$ cat src/rtl/mem_stage_ctrl_pkg.sv
// Shared definitions for the MEM stage controller: control bit positions,
// FSM states, timeout default and the registered bundle layouts.
package mem_stage_ctrl_pkg;

  localparam int unsigned M_BRANCH   = 2;
  localparam int unsigned M_MEMREAD  = 1;
  localparam int unsigned M_MEMWRITE = 0;
  localparam int unsigned ZERO_BIT   = 0;

  localparam int unsigned TIMEOUT_DEFAULT = 16;

  typedef enum logic {
    IDLE   = 1'b0,
    ACCESS = 1'b1
  } state_e;

  // Memory op captured on ACCESS entry so the bus stays stable until completion.
  typedef struct packed {
    logic [1:0]  wb;
    logic        we;
    logic [31:0] addr;
    logic [31:0] wdata;
    logic [4:0]  regdst;
  } mem_req_t;

  typedef struct packed {
    logic [1:0]  wb;
    logic [31:0] read_data;
    logic [31:0] alu_result;
    logic [4:0]  regdst;
  } mem_wb_t;

endpackage

$ cat src/rtl/mem_stage_ctrl_if.sv
// Data memory port: controller drives the request side (master), memory
// returns load data and completion (slave).
interface mem_stage_ctrl_if;
  logic        dmem_req;
  logic        dmem_we;
  logic [31:0] dmem_addr;
  logic [31:0] dmem_wdata;
  logic [31:0] dmem_rdata;
  logic        dmem_ready;

  modport master (
    output dmem_req, dmem_we, dmem_addr, dmem_wdata,
    input  dmem_rdata, dmem_ready
  );

  modport slave (
    input  dmem_req, dmem_we, dmem_addr, dmem_wdata,
    output dmem_rdata, dmem_ready
  );
endinterface

$ cat src/rtl/mem_timeout_counter.sv
// Access timeout counter: clear wins over enable; expired is combinational
// from the count and the count saturates at the limit.
module mem_timeout_counter #(
  parameter int unsigned TIMEOUT = 16
) (
  input  logic clk,
  input  logic reset,
  input  logic clear,
  input  logic enable,
  output logic expired
);

  localparam int unsigned CW = (TIMEOUT > 2) ? $clog2(TIMEOUT) : 1;

  logic [CW-1:0] count_q;

  assign expired = (count_q == CW'(TIMEOUT - 1));

  always_ff @(posedge clk) begin
    if (reset) begin
      count_q <= '0;
    end else if (clear) begin
      count_q <= '0;
    end else if (enable && !expired) begin
      count_q <= count_q + CW'(1);
    end
  end

endmodule

$ cat src/rtl/mem_stage_ctrl.sv
// MEM stage controller: runs data memory accesses with a pipeline stall,
// registers the MEM/WB bundle and aborts accesses that exceed TIMEOUT cycles.
module mem_stage_ctrl
  import mem_stage_ctrl_pkg::*;
#(
  parameter int unsigned TIMEOUT = TIMEOUT_DEFAULT
) (
  input  logic                 clk,
  input  logic                 reset,
  input  logic [1:0]           in_WB,
  input  logic [2:0]           in_M,
  input  logic [7:0]           in_jump_address,
  input  logic [7:0]           in_ALU_status,
  input  logic [31:0]          in_ALU_result,
  input  logic [31:0]          in_write_data,
  input  logic [4:0]           in_RegDst_address,
  mem_stage_ctrl_if.master     dmem,
  output logic                 stall,
  output logic                 pc_src,
  output logic [7:0]           branch_target,
  output logic [1:0]           wb_WB,
  output logic [31:0]          wb_read_data,
  output logic [31:0]          wb_ALU_result,
  output logic [4:0]           wb_RegDst_address,
  output logic                 mem_err
);

  state_e   state_q;
  mem_req_t hold_q;
  mem_wb_t  wb_q;
  logic     mem_err_q;

  logic rd_op, wr_op, aligned, op_ok, op_err;
  logic cnt_clear, cnt_enable, expired;
  logic unused_status;

  assign rd_op   = in_M[M_MEMREAD];
  assign wr_op   = in_M[M_MEMWRITE];
  assign aligned = (in_ALU_result[1:0] == 2'b00);
  assign op_ok   = (rd_op ^ wr_op) && aligned;
  assign op_err  = (rd_op || wr_op) && !op_ok;

  assign unused_status = ^in_ALU_status[7:1];

  assign cnt_clear  = (state_q == IDLE) && op_ok;
  assign cnt_enable = (state_q == ACCESS) && !dmem.dmem_ready;

  mem_timeout_counter #(
    .TIMEOUT (TIMEOUT)
  ) u_timeout (
    .clk     (clk),
    .reset   (reset),
    .clear   (cnt_clear),
    .enable  (cnt_enable),
    .expired (expired)
  );

  assign dmem.dmem_req   = (state_q == ACCESS);
  assign dmem.dmem_we    = hold_q.we;
  assign dmem.dmem_addr  = hold_q.addr;
  assign dmem.dmem_wdata = hold_q.wdata;

  always_comb begin
    stall = 1'b0;
    if (!reset) begin
      case (state_q)
        IDLE:    stall = op_ok;
        // An aborting access releases the pipeline on its last cycle.
        ACCESS:  stall = !dmem.dmem_ready && !expired;
        default: stall = 1'b0;
      endcase
    end
  end

  assign pc_src = !reset && (state_q == IDLE) &&
                  in_M[M_BRANCH] && in_ALU_status[ZERO_BIT];
  assign branch_target = in_jump_address;

  always_ff @(posedge clk) begin
    if (reset) begin
      state_q   <= IDLE;
      hold_q    <= '0;
      wb_q      <= '0;
      mem_err_q <= 1'b0;
    end else begin
      case (state_q)
        IDLE: begin
          if (op_ok) begin
            hold_q  <= '{wb: in_WB, we: wr_op, addr: in_ALU_result,
                         wdata: in_write_data, regdst: in_RegDst_address};
            state_q <= ACCESS;
          end else if (op_err) begin
            wb_q      <= '0;
            mem_err_q <= 1'b1;
          end else begin
            wb_q <= '{wb: in_WB, read_data: 32'd0, alu_result: in_ALU_result,
                      regdst: in_RegDst_address};
          end
        end
        ACCESS: begin
          // Ready on the limit cycle still completes the access.
          if (dmem.dmem_ready) begin
            wb_q    <= '{wb: hold_q.wb,
                         read_data: hold_q.we ? 32'd0 : dmem.dmem_rdata,
                         alu_result: hold_q.addr, regdst: hold_q.regdst};
            state_q <= IDLE;
          end else if (expired) begin
            wb_q      <= '0;
            mem_err_q <= 1'b1;
            state_q   <= IDLE;
          end
        end
        default: state_q <= IDLE;
      endcase
    end
  end

  assign wb_WB             = wb_q.wb;
  assign wb_read_data      = wb_q.read_data;
  assign wb_ALU_result     = wb_q.alu_result;
  assign wb_RegDst_address = wb_q.regdst;
  assign mem_err           = mem_err_q;

endmodule

$ cat src/flat_wrapper.sv
// flat-port wrapper written by rule: the top's interface ports become plain ports
module mem_stage_ctrl_flat import mem_stage_ctrl_pkg::*;
#(
  parameter int unsigned TIMEOUT = TIMEOUT_DEFAULT
)
  (clk, reset, in_WB, in_M, in_jump_address, in_ALU_status, in_ALU_result, in_write_data, in_RegDst_address, stall, pc_src, branch_target, wb_WB, wb_read_data, wb_ALU_result, wb_RegDst_address, mem_err, dmem_dmem_req, dmem_dmem_we, dmem_dmem_addr, dmem_dmem_wdata, dmem_dmem_rdata, dmem_dmem_ready);
  mem_stage_ctrl_if dmem_i ();
  input  logic clk;
  input  logic reset;
  input  logic [1:0] in_WB;
  input  logic [2:0] in_M;
  input  logic [7:0] in_jump_address;
  input  logic [7:0] in_ALU_status;
  input  logic [31:0] in_ALU_result;
  input  logic [31:0] in_write_data;
  input  logic [4:0] in_RegDst_address;
  output logic stall;
  output logic pc_src;
  output logic [7:0] branch_target;
  output logic [1:0] wb_WB;
  output logic [31:0] wb_read_data;
  output logic [31:0] wb_ALU_result;
  output logic [4:0] wb_RegDst_address;
  output logic mem_err;
  output wire logic [$bits(dmem_i.dmem_req)-1:0] dmem_dmem_req;
  output wire logic [$bits(dmem_i.dmem_we)-1:0] dmem_dmem_we;
  output wire logic [$bits(dmem_i.dmem_addr)-1:0] dmem_dmem_addr;
  output wire logic [$bits(dmem_i.dmem_wdata)-1:0] dmem_dmem_wdata;
  input wire logic [$bits(dmem_i.dmem_rdata)-1:0] dmem_dmem_rdata;
  input wire logic [$bits(dmem_i.dmem_ready)-1:0] dmem_dmem_ready;
  assign dmem_dmem_req = dmem_i.dmem_req;
  assign dmem_dmem_we = dmem_i.dmem_we;
  assign dmem_dmem_addr = dmem_i.dmem_addr;
  assign dmem_dmem_wdata = dmem_i.dmem_wdata;
  assign dmem_i.dmem_rdata = dmem_dmem_rdata;
  assign dmem_i.dmem_ready = dmem_dmem_ready;
  mem_stage_ctrl #(.TIMEOUT(TIMEOUT)) u_core (.clk(clk), .reset(reset), .in_WB(in_WB), .in_M(in_M), .in_jump_address(in_jump_address), .in_ALU_status(in_ALU_status), .in_ALU_result(in_ALU_result), .in_write_data(in_write_data), .in_RegDst_address(in_RegDst_address), .dmem(dmem_i), .stall(stall), .pc_src(pc_src), .branch_target(branch_target), .wb_WB(wb_WB), .wb_read_data(wb_read_data), .wb_ALU_result(wb_ALU_result), .wb_RegDst_address(wb_RegDst_address), .mem_err(mem_err));
endmodule
$ cat config.mk
export PLATFORM = sky130hd
export DESIGN_NAME = mem_stage_ctrl_flat
export DESIGN_NICKNAME = d
export VERILOG_FILES = /design/src/rtl/mem_stage_ctrl_pkg.sv /design/src/rtl/mem_stage_ctrl_if.sv /design/src/rtl/mem_timeout_counter.sv /design/src/rtl/mem_stage_ctrl.sv /design/src/flat_wrapper.sv
export SDC_FILE = /design/constraint.sdc
export NUM_CORES = 1
export LEC_CHECK = 0
export BUFFER_PORTS_ARGS = -buffer_cell sky130_fd_sc_hd__clkbuf_2
export CAP_MARGIN = 20
export CORE_MARGIN = 2
export CORE_UTILIZATION = 48
export DETAILED_ROUTE_END_ITERATION = 7
export PLACE_DENSITY = 0.8
export RECOVER_POWER = 50
export SETUP_SLACK_MARGIN = 0.15
export SLEW_MARGIN = 15
export SYNTH_ARGS = -nofsm -noshare
export SYNTH_HDL_FRONTEND = slang
export SYNTH_SLANG_ARGS = --single-unit
$ cat constraint.sdc
create_clock -name clk -period 2.6 [get_ports clk]
set_clock_uncertainty 0.05 [all_clocks]
set_input_delay 0.39 -clock clk [delete_from_list [all_inputs] [get_ports clk]]
set_output_delay 0.39 -clock clk [all_outputs]
set_load 0.05 [all_outputs]
==> reports/metrics.cfg, run 1 <==
[sta]
finalMaxSlewViolations=0
slew_headroom_pct=43.26
max_freq_mhz=421.4
hold_ws_ns=0.1449
finalSetupViolCount=0
period_needed_ns=2.373
finalCritPeriodShare_pct=91.28
fin_tns_setup_ns=0
tightestPinTransition_ns=0.8511
rsz0062_at_grt=false
hold_viol=0

[clock_tree]
numCtsBuffers=17
clock_latency_ns=0.40
cts_setup_buffers=0
tritoncts=built
clock_sinks=149
htreeDepth=4
clkTransAtPathRegs_ns=0.06
cts.path.max_buffers=2
clock-root-buffer=clkbuf_16

[synth]
yosys_warnings=0
syn_avg_cell_area_um2=8.453
synth-seq-cells=149
synth-main-ff-cell=dfxtp_1
syn_inst=758
yosysUniqueCellTypes=30
synth-async-reset-ratio_pct=0
synth-edff-count=0
synth_area_mm2=0.006407
seq_area_frac_synth_pct=46.55
synth_nets=885

[detailed_routing]
drtAntennaViolNets=0
vias_per_cell=5.262
post_drt_wl_per_cell_um=15.20
vias=5762
dr.first_iter.drc_count=409
drc_errors=0
drt-total-wl_um=16650
dr.pass1.iters=5

[floorplanning]
dieArea_mm2=0.01429
ios=273
die_w_um=119.5
start_util_pct=48.77
rows=42
dieHeight_um=119.5
placeableCoreArea_mm2=0.01314

[global_route]
met1_usage_pct=26.90
grt_use_met3_pct=7.082
met2_usage_pct=41.68
overflow=0
grt_pass1_vias=5605
grt.total_usage_pct=23.49
grt_pass1_wl_um=27070
busiest_layer=met2
antenna_found_initial=0
grt_max_degree=74

[critical_path]
arrival_ns=2.56
critPathMaxFanout=72
critPathLaunchType=primary input
end_kind=register
cp_top_family=buffers and inverters
critPathSlowestCell=clkbuf_4
crit_buf_inv=3
worst_r2r_startpoint=u_core.dmem.dmem_req
cp-startpoint=in_M[0]
critPathKind=primary input to register
path_cells=clkbuf_2 -> inv_1 -> ha_1 -> or4b_2 -> o21ai_4 -> clkbuf_4 -> a221oi_1
slowest_delay_ns=0.72
required_ns=2.78

[placed_design]
dpl.hpwl_um=10470
globalplace.congestion=0.7590
io_buffers=249

[layout]
layout_common_cells=dfxtp_1, nand2_1, clkbuf_1, a21oi_1, clkbuf_2
final_common_cell=dfxtp_1
regArea_mm2=0.002984
area_delta_synth_final_pct=19.41
final_nets=1034
n_antenna_cell=0
layout-drive-gt1-share_pct=17.95
fillers=1285
multi_input_area_mm2=0.002457

[power]
ir_drop_uv=501.0
p_per_area_mw_per_mm2=736.9
p_leak_nw=2.890

[min_path]
hold_path_class=primary input to register
hold_start=dmem_dmem_rdata[20]

[job]
drv_cap=0

[status]
status=finished, final reports clean

## registers in the layout, summed over array words and instances, names as in the netlist, 2 cells and up
name	count
u_core.u_timeout.count_q	4
u_core.wb_RegDst_address	5
u_core.wb_ALU_result	32
u_core.wb_WB	2
u_core.wb_read_data	32
u_core.dmem.dmem_addr	32
u_core.dmem.dmem_wdata	32
u_core.hold_q	7
## area by class of cell
type / count / area share [%]
Clock buffer: 26 / 6.917
Clock inverter: 5 / 0.8013
Inverter: 40 / 1.962
Multi-Input combinational cell: 434 / 32.12
Sequential cell: 149 / 39.00
Tap cell: 176 / 2.878
Timing Repair Buffer: 265 / 16.32
## path summary, 6_finish.rpt
check | endpoint | slack, ns | depth (start not counted)
setup / recovery | u_core.wb_ALU_result[15] | 0.23 | 7
hold / removal | u_core.wb_read_data[20] | 0.14 | 2
setup reg to reg | u_core.wb_ALU_result[15] | 0.32 | 4
hold reg to reg | u_core.hold_q[4] | 0.40 | 2
## worst reg2reg max path, cell delays in order, from the launching register on
cell,delay [ns]
dfxtp_2,0.33
or4b_2,0.67
o21ai_4,0.09
clkbuf_4,0.72
a221oi_1,0.26
## cell families (layout without fill, tap and decap cells)
kind of cell,count (synthesis),count (layout),synth area share [%]
and+or+nand+nor,241,241,17.55
AOI/OAI and AO/OA,191,191,19.98
buffers and inverters,175,336,15.52
DFF,149,149,46.55
adders and majority gates,2,2,0.3905
## Yosys cell counts (2+ instances only)
| cell | instances | share of area [%] |
|---|---|---|
| nand2_1 | 143 | 8.4 |
| and2_1 | 2 | 0.20 |
| o21ai_0 | 2 | 0.16 |
| dfxtp_1 | 149 | 47 |
| inv_1 | 40 | 2.3 |
| nand2b_1 | 38 | 3.7 |
| and3_1 | 3 | 0.29 |
| nand3b_1 | 3 | 0.35 |
| buf_4 | 75 | 8.8 |
| buf_6 | 4 | 0.70 |
| a32o_1 | 32 | 5.0 |
| nor2b_1 | 2 | 0.20 |
| nand3_1 | 40 | 3.1 |
| buf_2 | 20 | 1.6 |
| a221oi_1 | 37 | 5.1 |
| ha_1 | 2 | 0.39 |
| or3_1 | 2 | 0.20 |
| a21oi_1 | 115 | 9.0 |
| a31o_2 | 2 | 0.27 |
| clkbuf_1 | 35 | 2.1 |
| nor3_1 | 3 | 0.23 |
## layer usage
layer	share of wire [%]	vias up	wire, um
met2	50	218	8316
met4	1.5	0	257
met5	0	-	0
li1	-	2824	-
met1	41	2700	6851
met3	7.3	20	1223
## timing repair
item,CTS,global route
setup endpoints to repair,1,1
hold buffers,0,0
gates resized for setup,3,2
pin swaps,0,0
## power breakdown
| part | switching (mW) | total [mW] | leakage (nW) | internal (mW) |
|---|---|---|---|---|
| logic | 0.602 | 0.817 | 1.39 | 0.215 |
| clock network | 0.900 | 2.40 | 0.293 | 1.50 |
| registers | 0.0476 | 2.42 | 1.21 | 2.37 |
| total | 1.55 | 5.64 | 2.89 | 4.09 |
## through the flow
step / area, um2 / setup slack, ns / std cells / utilization (%) / power, mW
finish: 7651 / 0.2268 / 1095 / 58.24 / 5.638
global route: 7651 / 0.1239 / 1095 / 58.24 / 5.858
CTS: 7831 / 0.1896 / 1095 / 59.61 / 5.716
detailed placement: 7231 / 0.1485 / 1064 / 55.04 / 3.313
global placement: 7231 / 0.1598 / 1064 / 55.04 / 3.300
floorplan: 6412 / 0.1605 / 758 / - / 3.138
Power figures use the tool's default switching activity.
==> run 2, diff against run 1 <==
Settings changed: RECOVER_POWER 50 to 25.
==> reports/metrics.cfg, run 2 (synthesis gave the netlist of run 1 again) <==
[status]
status=finished, final reports clean

[power]
p_comb_share_pct=14.7  ; +0.2 points
switchingPower_mw=1.553  ; +0.24%
finalPower_mw=5.657  ; +0.32%
swShare_pct=27.46  ; about the same
p_leak_nw=3.143  ; +8.7%
p_int_mw=4.103  ; +0.36%
p_per_area_mw_per_mm2=729.4  ; -1.0%
p_clk_share_pct=42.5  ; about the same
ir_drop_uv=504.0  ; +0.59%
seqPwrFrac_pct=42.8  ; -0.2 points

[placed_design]
globalplace.congestion=0.7590  ; unchanged
placed_cell_area_mm2=0.007231  ; unchanged
dpl.hpwl_um=10470  ; unchanged
io_buffers=249  ; unchanged
place_inst=1064  ; unchanged
post-place-ws_ns=0.1485  ; unchanged

[clock_tree]
cts.path.max_buffers=2  ; unchanged
tritoncts=built
clock-root-buffer=clkbuf_16
clock_latency_ns=0.41  ; about the same
numCtsBuffers=17  ; unchanged
cts_setup_buffers=0  ; unchanged
postCtsHoldBufs=0  ; unchanged
htreeDepth=4  ; unchanged
clock_sinks=149  ; unchanged
clkTransAtPathRegs_ns=0.06  ; about the same

[detailed_routing]
post_drt_wl_per_cell_um=15.16  ; -0.31%
vias_per_cell=5.299  ; +0.69%
vias=5802  ; +0.69%
dr.first_iter.drc_count=421  ; +2.9%
drc_errors=0  ; unchanged
drtAntennaViolNets=0  ; unchanged
drt-total-wl_um=16600  ; -0.31%
dr.pass1.iters=5  ; unchanged

[sta]
max_freq_mhz=419.0  ; -0.56%
rsz0062_at_grt=false
tightestPinTransition_ns=0.8315  ; -0.01961 ns
period_needed_ns=2.387  ; +0.01345 ns
fin_tns_setup_ns=0  ; unchanged
finalMaxSlewViolations=0  ; unchanged
hold_viol=0  ; unchanged
slew_headroom_pct=44.57  ; +1.3 points
finalCritPeriodShare_pct=91.79  ; +0.52 points
worst_slack_ns=0.2133  ; -0.01345 ns
finalSetupViolCount=0  ; unchanged

[floorplanning]
rows=42  ; unchanged
start_util_pct=48.77  ; unchanged
dieHeight_um=119.5  ; unchanged
die_w_um=119.5  ; unchanged
dieArea_mm2=0.01429  ; unchanged
placeableCoreArea_mm2=0.01314  ; unchanged
ios=273  ; unchanged

[layout]
fin_cells=1095  ; unchanged
fillers=1237  ; -3.7%
area_delta_synth_final_pct=21.03
layout_common_cells=clkbuf_2, dfxtp_1, nand2_1, a21oi_1, clkbuf_1
layout-drive-gt1-share_pct=25.90  ; +7.9 points
final_common_cell=clkbuf_2
final_nets=1034  ; unchanged
design_area_mm2=0.007755  ; +1.4%
n_antenna_cell=0  ; unchanged

[global_route]
overflow=0  ; unchanged
grt_pass1_vias=5605  ; unchanged
grt.total_usage_pct=23.49  ; unchanged
grt_max_degree=74  ; unchanged
antenna_found_initial=0  ; unchanged
grt_pass1_wl_um=27070  ; unchanged

[critical_path]
critPathMaxFanout=3  ; -96%
required_ns=2.16  ; -0.62 ns
end_kind=output port
critPathLaunchType=primary input
arrival_ns=1.95  ; -0.61 ns
critPathKind=primary input to output port

[min_path]
hold_path_class=primary input to register

[job]
drv_cap=0  ; unchanged

==> run 2: routing by layer <==
metal  global-route usage [%]  share of wire [%]
met2                    41.68                 50
met4                    7.794                1.8
met1                    26.90                 41
met5                        0                  0
met3                    7.082                7.3
==> run 2: repair_timing <==
| action | CTS | global route |
|---|---|---|
| cloned | 0 | 0 |
| gates resized for setup | 3 | 2 |
| endpoints found under the setup margin | 1 | 1 |
==> run 2: worst paths after layout <==
| path | startpoint | to | slack (ns) | depth (start not counted) |
|---|---|---|---|---|
| max | in_M[0] | stall | 0.21 | 7 |
| min | dmem_dmem_rdata[20] | u_core.wb_read_data[20] | 0.14 | 2 |
| max reg2reg | u_core.dmem.dmem_req | u_core.dmem.dmem_wdata[6] | 0.68 | 4 |
| min reg2reg | u_core.hold_q[4] | u_core.hold_q[4] | 0.40 | 2 |
==> run 2: layout make-up <==
type / count / area (um2) / area share [%]
Sequential cell: 149 / 2984 / 38.48
Multi-Input combinational cell: 434 / 2457 / 31.69
Tap cell: 176 / 220.2 / 2.840
Timing Repair Buffer: 265 / 1353 / 17.44
Inverter: 40 / 150.1 / 1.936
Clock inverter: 5 / 61.31 / 0.7906
Clock buffer: 26 / 529.3 / 6.825
==> run 2: power groups by stage <==
stage                     clock network, mW  logic, mW  registers (mW)
after floorplan                           0      0.510            2.63
after global placement                    0      0.832            2.47
after detailed placement                  0      0.841            2.47
after CTS                              2.45      0.846            2.42
after global routing                   2.54      0.897            2.43
final                                  2.40      0.833            2.42
==> run 2: stage by stage <==
stage,hold slack [ns],util (%)
floorplan,0.3812,-
global placement,0.3872,55.04
detailed placement,0.3918,55.04
CTS,0.1230,59.61
global route,0.1299,59.03
finish,0.1424,59.03
==> run 2: critical path, cell delays in order <==
cell,delay [ns]
clkbuf_2,0.09
inv_1,0.04
ha_1,0.32
or4b_2,0.66
o21ai_4,0.11
and2_1,0.15
buf_4,0.19
==> run 3, diff against run 2 <==
Settings changed: CELL_PAD_IN_SITES_DETAIL_PLACEMENT set to 0, CELL_PAD_IN_SITES_GLOBAL_PLACEMENT set to 1, CORE_UTILIZATION 48 to 34, PLACE_DENSITY 0.8 to unset, PLACE_DENSITY_LB_ADDON set to 0.1.
==> reports/metrics.cfg, run 3 (synthesis gave the netlist of run 1 again) <==
[sta]
period_needed_ns=2.267  ; -0.1200 ns
max_freq_mhz=441.2  ; +5.3%
hold_viol=0  ; unchanged
worst_slack_ns=0.3333  ; +0.1200 ns
rsz0062_at_grt=false
fin_tns_setup_ns=0  ; unchanged
tightestPinTransition_ns=0.6651  ; -0.1665 ns
finalMaxSlewViolations=0  ; unchanged
finalCritPeriodShare_pct=87.18  ; -4.6 points
slew_headroom_pct=55.66  ; +11 points
finalSetupViolCount=0  ; unchanged

[placed_design]
globalplace.congestion=0.7556  ; -0.45%
dpl.hpwl_um=11990  ; +15%
io_buffers=249  ; unchanged
post-place-ws_ns=0.3968  ; +0.2483 ns

[detailed_routing]
vias_per_cell=4.971  ; -6.2%
drc_errors=0  ; unchanged
dr.pass1.iters=4  ; -1
dr.first_iter.drc_count=240  ; -43%
post_drt_wl_per_cell_um=16.06  ; +6.0%
drt-total-wl_um=18540  ; +12%
drtAntennaViolNets=0  ; unchanged
vias=5737  ; -1.1%

[global_route]
grt.total_usage_pct=17.95  ; -5.5 points
overflow=0  ; unchanged
grt_pass1_vias=5560  ; -0.80%
grt_max_degree=73  ; -1.4%
grt_pass1_wl_um=28650  ; +5.8%
antenna_found_initial=0  ; unchanged

[min_path]
hold_path_class=primary input to register
holdPathStages=2  ; unchanged

[clock_tree]
postCtsHoldBufs=0  ; unchanged
numCtsBuffers=17  ; unchanged
cts_setup_buffers=0  ; unchanged
clock-root-buffer=clkbuf_16
clock_sinks=149  ; unchanged
cts_resized=0  ; -3
cts.path.max_buffers=2  ; unchanged
clock_latency_ns=0.41  ; about the same
clkTransAtPathRegs_ns=0.07  ; about the same
htreeDepth=4  ; unchanged
tritoncts=built

[critical_path]
reg2reg_depth=5  ; +1
critPathLaunchType=register
path_cells=ha_1 -> and3_1 -> o21ai_4 -> and2_1 -> buf_12
required_ns=2.16  ; about the same
end_kind=output port
critPathSlowestCell=dfxtp_1
critPathMaxFanout=7  ; +4
critPathKind=register to output port
slowest_delay_ns=0.33  ; -0.33 ns
arrival_ns=1.83  ; -0.12 ns

[power]
p_leak_nw=3.129  ; -0.42%
ir_drop_uv=424.6  ; -16%
p_per_area_mw_per_mm2=732.5  ; +0.42%

[floorplanning]
die_w_um=141.3  ; +18%
dieHeight_um=141.3  ; +18%
ios=273  ; unchanged
rows=50  ; +19%
start_util_pct=34.48  ; -14 points
dieArea_mm2=0.01996  ; +40%
placeableCoreArea_mm2=0.01858  ; +41%

[layout]
final_common_cell=clkbuf_2
area_delta_synth_final_pct=22.28
layout-drive-gt1-share_pct=26.20  ; +0.30 points
final_nets=1034  ; unchanged
layout_common_cells=clkbuf_2, dfxtp_1, nand2_1, a21oi_1, clkbuf_1
n_antenna_cell=0  ; unchanged

[status]
status=finished, final reports clean

[job]
drv_cap=0  ; unchanged

run 3: per-stage QoR:
stage / power, mW / cells / hold slack, ns / cell area [um2] / utilization, %
global route: 5.996 / 1154 / 0.1065 / 7835 / 42.17
floorplan: 3.138 / 758 / 0.3812 / 6412 / -
global placement: 3.313 / 1122 / 0.3860 / 7322 / 39.41
finish: 5.739 / 1154 / 0.1322 / 7835 / 42.17
CTS: 5.835 / 1154 / 0.1102 / 7916 / 42.61
detailed placement: 3.331 / 1122 / 0.3935 / 7322 / 39.41
run 3: critical path, delay by kind of cell (launching register included):
kind	cells	cell delay, ns
buffers and inverters	1	0.15
AND/OR/NAND/NOR	2	0.48
flip-flops	1	0.33
AO/OA/AOI/OAI	1	0.21
adder cells (fa/ha/maj)	1	0.24
run 3: cell type report:
cell class | instances | area, um2
tap | 234 | 292.8
timing repair buffer | 265 | 1353
fill | 1985 | 10750
clock buffer | 17 | 425.4
multi-input combinational | 434 | 2461
sequential | 149 | 2984
clock inverter | 15 | 168.9
inverter | 40 | 150.1
run 3: worst paths after layout:
| path | slack, ns | to | from |
|---|---|---|---|
| worst max register to register | 0.78 | u_core.wb_ALU_result[10] | u_core.u_timeout.count_q[0] |
| worst min register to register | 0.40 | u_core.hold_q[70] | u_core.hold_q[70] |
| worst max-delay path | 0.33 | stall | u_core.u_timeout.count_q[0] |
| worst min-delay path | 0.13 | u_core.wb_read_data[1] | dmem_dmem_rdata[1] |
run 3: per-layer routing:
layer / global-route usage [%] / part of all wire, %
met5: 0 / 0
met4: 5.842 / 1.3
met3: 5.265 / 6.9
met2: 31.60 / 49
met1: 20.98 / 42
run 3: power breakdown:
part           internal, mW  switching (mW)
Clock                  1.44            1.04
Combinational         0.231           0.610
Sequential             2.37          0.0495
Total                  4.04            1.70
